==> src/rtl/seg_scan_ctrl_pkg.sv <==
// Shared types and constants for the 7-segment scan controller.
package seg_pkg;

    typedef enum logic [1:0] {OFF, BLANK, SHOW} state_t;

    localparam logic [6:0] SEG_BLANK = 7'h7f;

    // Active-low {g..a} codes; entry [n] is the pattern for hex digit n.
    localparam logic [15:0][6:0] SEG_TABLE = {
        7'h0E, 7'h06, 7'h21, 7'h46, 7'h03, 7'h08, 7'h10, 7'h00,
        7'h78, 7'h02, 7'h12, 7'h19, 7'h30, 7'h24, 7'h79, 7'h40
    };

endpackage

==> src/rtl/seg_scan_ctrl_decode.sv <==
// Hex nibble to active-low 7-segment pattern, shared by all scanned digits.
module seg7_decode
    import seg_pkg::*;
(
    input  logic [3:0] nib,
    output logic [6:0] seg
);

    always_comb begin
        seg = SEG_TABLE[nib];
    end

endmodule

==> src/rtl/seg_scan_ctrl.sv <==
// Time-multiplexed common-anode 7-segment scanner with dead-time blanking,
// leading-zero suppression and frame-synchronous double-buffered display data.
module seg_scan_ctrl
    import seg_pkg::*;
#(
    parameter int NDIG      = 8,
    parameter int SCAN_DIV  = 50000,
    parameter int BLANK_CYC = 16
) (
    input  logic                clkin,
    input  logic                rst,
    input  logic                en,
    input  logic                load,
    input  logic [4*NDIG-1:0]   data,
    input  logic [NDIG-1:0]     dig_en,
    input  logic                lz_blank,
    output logic [6:0]          seg,
    output logic [NDIG-1:0]     an,
    output logic                frame_done
);

    localparam int IW = (NDIG > 1) ? $clog2(NDIG) : 1;
    localparam int CW = $clog2(SCAN_DIV);

    localparam logic [CW-1:0] BLANK_LAST = CW'(BLANK_CYC - 1);
    localparam logic [CW-1:0] SLOT_LAST  = CW'(SCAN_DIV - 1);
    localparam logic [IW-1:0] IDX_LAST   = IW'(NDIG - 1);

    state_t          state;
    logic [IW-1:0]   idx;
    logic [CW-1:0]   cnt;

    logic [4*NDIG-1:0] pend_data, act_data;
    logic [NDIG-1:0]   pend_den, act_den;
    logic              pend_lz, act_lz;
    logic              pend_valid;
    logic              commit;

    logic [NDIG-1:0]   vis;
    logic [NDIG-1:0]   an_sel;
    logic [3:0]        cur_nib;
    logic [6:0]        cur_seg;
    logic              all_zero;

    assign commit = (state == OFF) ||
                    (en && state == SHOW && cnt == SLOT_LAST && idx == IDX_LAST);

    // A load landing on a commit edge goes straight to the active buffer.
    always_ff @(posedge clkin or posedge rst) begin
        if (rst) begin
            pend_data  <= '0;
            pend_den   <= '0;
            pend_lz    <= 1'b0;
            act_data   <= '0;
            act_den    <= '0;
            act_lz     <= 1'b0;
            pend_valid <= 1'b0;
        end else begin
            if (load) begin
                pend_data <= data;
                pend_den  <= dig_en;
                pend_lz   <= lz_blank;
            end
            if (commit) begin
                if (load) begin
                    act_data <= data;
                    act_den  <= dig_en;
                    act_lz   <= lz_blank;
                end else if (pend_valid) begin
                    act_data <= pend_data;
                    act_den  <= pend_den;
                    act_lz   <= pend_lz;
                end
                pend_valid <= 1'b0;
            end else if (load) begin
                pend_valid <= 1'b1;
            end
        end
    end

    // Walk from the most significant digit down, tracking the all-zero prefix.
    always_comb begin
        all_zero = 1'b1;
        vis      = '0;
        for (int unsigned k = 0; k < NDIG; k++) begin
            all_zero = all_zero && (act_data[4*(NDIG-1-k) +: 4] == 4'h0);
            vis[NDIG-1-k] = act_den[NDIG-1-k] &&
                            !(act_lz && (k != NDIG-1) && all_zero);
        end
    end

    always_comb begin
        cur_nib = '0;
        an_sel  = '1;
        for (int unsigned k = 0; k < NDIG; k++) begin
            if (idx == IW'(k)) begin
                cur_nib   = act_data[4*k +: 4];
                an_sel[k] = !vis[k];
            end
        end
    end

    seg7_decode u_dec (
        .nib (cur_nib),
        .seg (cur_seg)
    );

    // cnt runs 0..SCAN_DIV-1 across the whole slot; BLANK covers the low part.
    always_ff @(posedge clkin or posedge rst) begin
        if (rst) begin
            state      <= OFF;
            idx        <= '0;
            cnt        <= '0;
            seg        <= SEG_BLANK;
            an         <= '1;
            frame_done <= 1'b0;
        end else begin
            frame_done <= 1'b0;
            if (!en) begin
                state <= OFF;
                idx   <= '0;
                cnt   <= '0;
                seg   <= SEG_BLANK;
                an    <= '1;
            end else begin
                case (state)
                    OFF: begin
                        state <= BLANK;
                        idx   <= '0;
                        cnt   <= '0;
                        seg   <= SEG_BLANK;
                        an    <= '1;
                    end
                    BLANK: begin
                        cnt <= cnt + 1'b1;
                        if (cnt == BLANK_LAST) begin
                            state <= SHOW;
                            seg   <= cur_seg;
                            an    <= an_sel;
                        end
                    end
                    SHOW: begin
                        if (cnt == SLOT_LAST) begin
                            state <= BLANK;
                            cnt   <= '0;
                            seg   <= SEG_BLANK;
                            an    <= '1;
                            if (idx == IDX_LAST) begin
                                idx        <= '0;
                                frame_done <= 1'b1;
                            end else begin
                                idx <= idx + 1'b1;
                            end
                        end else begin
                            cnt <= cnt + 1'b1;
                        end
                    end
                    default: begin
                        state <= OFF;
                        idx   <= '0;
                        cnt   <= '0;
                        seg   <= SEG_BLANK;
                        an    <= '1;
                    end
                endcase
            end
        end
    end

endmodule

==> config.mk <==
export PLATFORM = sky130hd
export DESIGN_NAME = seg_scan_ctrl
export DESIGN_NICKNAME = d
export VERILOG_FILES = /design/src/rtl/seg_scan_ctrl_pkg.sv /design/src/rtl/seg_scan_ctrl_decode.sv /design/src/rtl/seg_scan_ctrl.sv
export SDC_FILE = /design/constraint.sdc
export NUM_CORES = 1
export LEC_CHECK = 0
export ABC_AREA = 1
export CORE_MARGIN = 5
export CORE_UTILIZATION = 30
export CTS_BUF_LIST = sky130_fd_sc_hd__clkbuf_16
export DETAILED_ROUTE_END_ITERATION = 12
export SYNTH_ARGS = -nofsm -noshare
export SYNTH_HDL_FRONTEND = slang
export SYNTH_SLANG_ARGS = --single-unit
export TNS_END_PERCENT = 30
==> constraint.sdc <==
create_clock -name clkin -period 4.4 [get_ports clkin]
set_input_delay 1.1 -clock clkin [delete_from_list [all_inputs] [get_ports clkin]]
set_output_delay 1.1 -clock clkin [all_outputs]
set_load 0.05 [all_outputs]
==> results of run 1 <==
-- power by group --
part | internal (mW) | switching, mW
registers | 1.40 | 0.155
logic | 0.560 | 0.814
clock network | 0.820 | 0.501
-- worst max-delay path: stages --
cell and delay [ps]:
clkdlybuf4s50_1 480, nand2_1 90, inv_1 60, nand2_1 100
nor4_4 60, or2_2 310, o21ai_4 410, buf_4 460
mux2_4 330
-- logic make-up after synthesis --
| kind of cell | Yosys count | share of synthesized area [%] |
|---|---|---|
| AOI/OAI and AO/OA | 65 | 6.37 |
| xor gates and xnor gates | 5 | 0.758 |
| adders and majority gates | 16 | 3.46 |
| buffers and inverters | 86 | 6.30 |
| DFF | 120 | 52.3 |
| muxes | 23 | 5.98 |
| and+or+nand+nor | 331 | 24.9 |
-- metrics by stage --
| stage | std cells | hold WS (ps) | area (µm²) |
|---|---|---|---|
| final | 983 | 446 | 7210 |
| after global routing | 983 | 470 | 7210 |
| after CTS | 983 | 445 | 7210 |
| after detailed placement | 951 | 425 | 6650 |
| after global placement | 951 | 422 | 6650 |
| after floorplan | 646 | 393 | 5780 |
-- cell usage in the layout, fill, tap and decap left out, types with 2 or more instances in the layout --
cell type | Yosys | routed
buf_4 | 1 | 5
o21ai_0 | 13 | 13
clkbuf_16 | 0 | 17
o21ai_1 | 2 | 2
nand2_4 | 2 | 2
clkinv_1 | 1 | 5
nor2_1 | 69 | 69
xnor2_1 | 2 | 2
clkinvlp_4 | 0 | 5
nor3_1 | 8 | 8
nand3_1 | 29 | 29
ha_1 | 16 | 16
nand4_1 | 9 | 9
nor3_2 | 2 | 2
nor3b_1 | 6 | 6
mux2_4 | 23 | 23
bufinv_16 | 0 | 2
xor2_1 | 3 | 3
nor4_1 | 6 | 6
a41oi_1 | 5 | 5
inv_1 | 61 | 60
dfrtp_1 | 105 | 105
clkdlybuf4s50_1 | 0 | 59
dfstp_2 | 15 | 15
inv_2 | 2 | 2
nand2_1 | 188 | 188
nand2_2 | 5 | 5
a31oi_1 | 5 | 5
clkinv_2 | 1 | 4
a21oi_1 | 35 | 35
-- worst min path at each step --
stage                    start     to  slack, ps
finish              act_den[0]  an[0]        450
global route        act_den[6]  an[6]        470
CTS                 act_den[0]  an[0]        450
detailed placement  act_den[0]  an[0]        420
global placement    act_den[6]  an[6]        420
floorplan           act_den[6]  an[6]        390
-- synthesized netlist by cell type, drive strengths merged --
cell,number
buf,10
dfrtp,105
o31ai,1
ha,16
a21oi,35
nor4,7
clkbuf,11
nand3,30
a41oi,5
nor3,10
a31oi,5
xnor2,2
and3,1
or2,1
mux2,23
nor2,71
dfstp,15
nand2,195
o21ai,16
a221oi,1
clkinv,2
nor3b,7
a32o,1
inv,63
xor2,3
nand4,9
a21boi,1
-- per-layer routing --
layer,track usage [%],vias to the layer above,share of wire (%)
met1,16.6,1982,47
li1,-,2218,-
met5,0,-,0
met2,20.7,67,47
met3,3.59,17,3.9
met4,3.62,0,1.4
-- sequential cells by signal, summed over array words and instances (netlist names), 3 cells and up --
register,cells
act_data,32
act_den,8
an,8
cnt,16
idx,3
pend_data,32
pend_den,8
seg,7
-- final cells by class --
type | count | area, µm² | share of cell area [%]
sequential | 120 | 3020 | 41.9
multi-input combinational | 440 | 2400 | 33.3
timing repair buffer | 66 | 653 | 9.06
clock buffer | 17 | 425 | 5.90
tap | 260 | 325 | 4.51
inverter | 65 | 248 | 3.44
clock inverter | 15 | 136 | 1.89
==> out/metrics.yaml, run 1 <==
ff2ff_setup_slack_ps: 1500
grtUsageTotal_pct: 12.7
ys_ff_latch: 120
die_w_um: 149
cp-startpoint: "en"
synthDistinctLibCells: 41
place_congestion: 0.823
clock_latency_ps: 410
htreeDepth: 4
cp_max_fo: 43
vias_per_cell: 4.36
drc: 0
fin_nets: 771
clock_sinks: 120
postLayoutCoreUtil_pct: 38.3
cts_hold_buffers: 0
tightest_slew_ps: 1100
yosysTopAreaCellShare_pct: 45.5
synth_top_area_cell: "dfrtp_1"
setup_tns_ps: 0
drive_above_1_share_pct: 12.9
core_um2: 18800
slew_violations: 0
critical_path_class: "in -> reg"
crit_path_end_kind: "flip-flop"
grt_antenna_before_repair: 0
max_freq_ghz: 0.321
synthCells: 646
setup_ws_ps: 1280
rsz0062_at_grt: "false"
skew_ps: 5.85
ir_worst_vdd_uv: 273
cp_data_arrival_time_ps: 3410
drtPass1Iterations: 4
hold_path_depth: 1
vias: 4284
ant_nets: 0
portBuffers: 60
p_total_mw: 4.25
grt_pass1_wl_um: 22500
yosys_warnings: 0
min_path_type: "reg -> reg"
hpwl_um: 9230
die_h_um: 149
fillCellCount: 1890
clockRootBuffer: "clkbuf_16"
routedWlPerCell_um: 13.3
grt_pass1_vias: 4498
reg2reg_from: "idx[0]"
syn_avg_cell_area_um2: 8.95
netlist_area_um2: 5780
globalRoute.totalOverflow: 0
drtIter0Drc: 223
syn_nets: 707
start_util_pct: 30.7
yosysSeqAreaShare_pct: 52.3
synth.area.top_cells: "dfrtp_1, nand2_1, dfstp_2"
postRouteWirelength_um: 13100
p_leak_nw: 3.35
num_rows: 50
antennaDiodeCount: 0
outcome: "finished, final reports clean"
areaGrowthSynthToFinish_pct: 24.8
maxCapViolCount: 0
min_period_over_period_pct: 70.8
dieArea_um2: 22100
setup_viol: 0
cp.required_ps: 4690
cts_setup_buffers: 0
ios: 61
startpoint_type: "primary input"
layout_min_cycle_time_ps: 3120
crit_path_end: "act_data[5]"
post_cts_resized: 0
grt_max_degree: 64
finalHoldViolations: 0
ff2ff_path_depth: 8
clock_path_buffers: 2
preCtsSetupSlack_ps: 846
r2r-end: "act_data[5]"
cts_tree: "built"
relSlewSlack_pct: 26.1
power_density_nw_per_um2: 589
numCtsBuffers: 17
clkTransAtPathRegs_ps: 60
Note: power is estimated with default switching activity, not from simulation.
==> run 2: changes to the inputs <==
clock period = 3.2 ns   (was 4.4 ns; I/O delays follow)
==> run 2 against run 1 <==
First-iteration DRC count rose by 7.2%; wire length is essentially flat; clock power up 46%; register-to-register slack got worse by 920 ps; hold slack lost 20 ps; sequential power rose by 37%; combinational power up 43%; non-clock buffer count up 2; clock-buffer cell count unchanged; cell area rose by 1.2%; final cell count rose by 0.20%; largest cell class unchanged.
==> out/metrics.yaml, run 2 (synthesis results as in run 1) <==
die_h_um: 149
routedWlPerCell_um: 13.3
grt_antenna_before_repair: 0
antennaDiodeCount: 0
grtUsageTotal_pct: 12.7
maxCapViolCount: 0
cp.depth: 14
ios: 61
p_total_mw: 6.02
areaGrowthSynthToFinish_pct: 26.2
postLayoutCoreUtil_pct: 38.7
cp_data_arrival_time_ps: 2960
ir_worst_vdd_uv: 418
setup_tns_ps: 0
tightest_slew_ps: 685
path_cells: "ha_1 -> ha_1 -> inv_1 -> o21ai_0 -> inv_1 -> nand2_1 -> nand2_1 -> nand2_1 -> a21boi_1 -> ha_1 -> inv_1 -> nor2_1 -> a21oi_1 -> a21oi_1"
setup_ws_ps: 584
rsz0062_at_grt: "false"
htreeDepth: 4
startpoint_type: "flip-flop"
start_util_pct: 30.7
max_freq_ghz: 0.382
numCtsBuffers: 17
use_met3_pct: 3.95
clock_latency_ps: 420
finalNonFillerCells: 985
min_period_over_period_pct: 81.8
critPathBufInv: 3
grt_pass1_vias: 4474
power_density_nw_per_um2: 826
grt_max_degree: 121
postRouteWirelength_um: 13100
met2_usage_pct: 21.4
dieArea_um2: 22100
max_stage_delay_ps: 420
ant_nets: 0
layout_min_cycle_time_ps: 2620
ff2ff_setup_slack_ps: 580
setup_viol: 0
portBuffers: 60
final_common_cell: "nand2_1"
clock_path_buffers: 2
crit_slowest_cell: "dfrtp_1"
drive_above_1_share_pct: 13.5
preCtsSetupSlack_ps: 485
globalRoute.totalOverflow: 0
vias_per_cell: 4.36
drtPass1Iterations: 4
grt-busiest-layer: "met2"
die_w_um: 149
hpwl_um: 9260
num_rows: 50
fin_nets: 773
most-common-layout-cells: "nand2_1, dfrtp_1, nor2_1, inv_1, clkdlybuf4s50_1"
clockRootBuffer: "clkbuf_16"
p_leak_nw: 3.39
dp_cells: 953
outcome: "finished, final reports clean"
cts_tree: "built"
clkTransAtPathRegs_ps: 60
grt_pass1_wl_um: 22300
vias: 4296
place_congestion: 0.861
cp.required_ps: 3540
skew_ps: 6.48
cp_max_fo: 7
finalHoldViolations: 0
post_cts_resized: 0
grtUsageMet1_pct: 15.8
drc: 0
hold_path_depth: 1
ff2ff_path_depth: 14
cpLargestDelayFamily: "adder cells"
cts_hold_buffers: 0
drtIter0Drc: 239
crit_path_end_kind: "flip-flop"
core_um2: 18800
critical_path_class: "reg -> reg"
min_path_type: "reg -> reg"
cts_setup_buffers: 0
relSlewSlack_pct: 54.3
reg_top3: "act_data: 32 flops, pend_data: 32 flops, cnt: 16 flops"
slew_violations: 0
clock_sinks: 120
run 2: cell count changes in the layout (fill, tap and decap cells not counted):
| cell | before | now |
|---|---|---|
| clkinv_4 | 1 | 5 |
| bufinv_16 | 2 | 3 |
| clkinvlp_4 | 5 | 6 |
| clkinv_2 | 4 | 2 |
| clkinv_1 | 5 | 2 |
| inv_4 | 1 | 0 |
| buf_12 | 1 | 3 |
run 2: path summary, 6_finish.rpt:
check	start	endpoint
setup / recovery	idx[0]	seg[5]
hold reg to reg	act_den[6]	an[6]
setup reg to reg	idx[0]	seg[5]
max in group asynchronous	rst	cnt[8]
hold / removal	act_den[6]	an[6]
min in group asynchronous	rst	pend_data[24]
run 2: final cells by class:
type / count / area, µm²
Clock buffer: 17 / 425
Fill cell: 1878 / 11500
Tap cell: 260 / 325
Multi-Input combinational cell: 440 / 2400
Inverter: 65 / 249
Sequential cell: 120 / 3020
Clock inverter: 15 / 180
Timing Repair Buffer: 68 / 693
run 2: through the flow:
step	instance area [µm²]	hold WS, ps
2_1_floorplan	5780	393
3_3_place_gp	6690	414
3_5_place_dp	6690	420
4_1_cts	7300	436
5_1_grt	7300	458
6_report	7300	427
run 2: metal layers:
metal | wire [µm] | vias to the layer above
met1 | 5990 | 2018
met3 | 522 | 8
li1 | - | 2220
met4 | 114 | 0
met5 | 0 | -
met2 | 6440 | 50
run 2: power breakdown:
part	switching (mW)	internal, mW	leakage [nW]
logic	1.14	0.815	1.65
registers	0.211	1.93	1.46
clock network	0.709	1.22	0.279
total	2.06	3.96	3.39
==> run 3: changes to the inputs <==
clock period = 2.2 ns   (was 3.2 ns; I/O delays follow)
==> run 3 against run 2 <==
The flow now finishes with violations (negative setup slack); final cell count is 4.9% higher; fmax is 17% higher; critical path depth is 2 higher; global-route usage is 0.45 points higher; worst setup slack worse by 610 ps; wire length is 11% higher; die area stayed put; clock skew is 2.7 ps higher; clock-buffer cell count stayed put; hold slack better by 12 ps; sequential cell count stayed put; first-iteration DRC count is 17% lower; critical path type unchanged.
==> out/metrics.yaml, run 3 (synthesis results as in run 1) <==
ff2ff_setup_slack_ps: -30
p_leak_nw: 3.73
power_density_nw_per_um2: 1210
vias_per_cell: 4.49
violations: "negative setup slack"
cts_hold_buffers: 0
met2_usage_pct: 22.1
setup_ws_ps: -27.5
portBuffers: 60
clock_sinks: 120
die_h_um: 149
clockRootBuffer: "clkbuf_16"
grt_max_degree: 64
htreeDepth: 4
place_congestion: 0.843
layout_min_cycle_time_ps: 2230
drc: 0
r2r-end: "seg[3]"
fin_nets: 821
clkTransAtPathRegs_ps: 60
ir_worst_vdd_uv: 568
setup_viol: 2
cp_max_fo: 5
grtUsageMet1_pct: 16.4
die_w_um: 149
startpoint_type: "flip-flop"
dieArea_um2: 22100
cts_tree: "built"
finalHoldViolations: 0
grtUsageTotal_pct: 13.1
globalRoute.totalOverflow: 0
maxCapViolCount: 0
reg_top3: "act_data: 32 flops, pend_data: 32 flops, cnt: 16 flops"
critical_path_class: "reg -> reg"
grt_pass1_vias: 4710
crit_path_end_kind: "flip-flop"
slew_violations: 0
fillCellCount: 1833
reg2reg_from: "idx[0]"
drive_above_1_share_pct: 30.0
ff2ff_path_depth: 16
hold_path_depth: 1
final-seq-area_um2: 3030
max_freq_ghz: 0.449
relSlewSlack_pct: 65.0
clock_latency_ps: 420
dpl_cell_area_um2: 6950
postRouteWirelength_um: 14500
antennaDiodeCount: 0
rsz0062_at_grt: "true"
min_period_over_period_pct: 101
multi_input_area_um2: 2820
drtIter0Drc: 198
areaGrowthSynthToFinish_pct: 40.7
hpwl_um: 9810
num_rows: 50
clock_path_buffers: 2
cp.required_ps: 2550
grt_antenna_before_repair: 0
drtPass1Iterations: 4
finish.instance_area_um2: 8130
core_um2: 18800
final_common_cell: "nand2_1"
tightest_slew_ps: 521
min_path_type: "reg -> reg"
numCtsBuffers: 17
outcome: "finished with violations"
vias: 4637
use_met3_pct: 3.13
cp_data_arrival_time_ps: 2580
min_to: "an[0]"
most-common-layout-cells: "nand2_1, dfrtp_1, nor2_1, inv_1, buf_4"
holdWs_ps: 439
hp-start: "act_den[0]"
routedWlPerCell_um: 14.0
grt-busiest-layer: "met2"
start_util_pct: 30.7
skew_ps: 9.14
p_total_mw: 9.86
ios: 61
grt_pass1_wl_um: 23100
ant_nets: 0
-- run 3: changes by cell type in the layout (fill, tap and decap cells not counted), moves of 9 or more --
cell / change
nor2_1: -15
a21oi_1: -16
nor2_4: +9
clkdlybuf4s50_1: -15
ha_4: +11
ha_1: -12
a21oi_2: +16
buf_4: +45
nand2_1: -9
-- run 3: final cells by class --
| class | instances | area share [%] |
|---|---|---|
| clock buffers | 17 | 5.23 |
| repair buffers | 114 | 14.2 |
| inverters | 65 | 3.25 |
| multi-input cells | 442 | 34.7 |
| well taps | 260 | 4.00 |
| flip-flops and latches | 120 | 37.2 |
| clock inverters | 15 | 1.40 |
-- run 3: per-stage QoR --
stage               util [%]  setup slack, ps  TNS, ps  instances
CTS                     40.9            -16.6    -39.9       1028
global placement        36.9             -154    -3830        987
floorplan                  -            -3.39    -3.39        646
detailed placement      36.9             -185    -4830        987
finish                  43.2            -27.5    -27.8       1033
global route            43.2             -183    -4030       1033
-- run 3: how the worst max path moves through the flow --
stage	to	startpoint	cells past startpoint
after floorplan	seg[6]	idx[0]	15
after global placement	act_data[30]	en	9
after detailed placement	act_data[31]	en	9
after CTS	seg[4]	idx[1]	15
after global routing	seg[3]	idx[0]	16
final	seg[3]	idx[0]	16
-- run 3: critical path, cell delays in order (launching register included) --
cell	delay [ps]
dfrtp_2	460
inv_4	100
ha_4	140
nand2_2	90
o21ai_1	130
inv_1	70
nand2_2	60
nand2_1	60
nand2_1	70
nand2_2	70
a21boi_4	190
buf_12	140
ha_4	140
nand4_1	170
nand3_2	140
nor2_2	40
nor2_1	90
-- run 3: per-layer routing --
layer,share of wire (%),vias to the layer above
met4,2.0,0
met5,0,-
li1,-,2327
met1,44,2221
met2,50,69
met3,3.4,20
-- run 3: where the power goes --
part           leakage [nW]  internal (mW)  switching [mW]
combinational          2.01           2.00            2.20
clock                 0.262           1.53            1.01
sequential             1.45           2.80           0.333
total                  3.73           6.32            3.54
-- run 3: timing repair --
action / 4_1_cts / 5_1_grt
cloned: 2 / 2
setup buffers: 7 / 4
setup endpoints to repair: 30 / 47
pin swaps: 5 / 23
resized for setup: 30 / 93
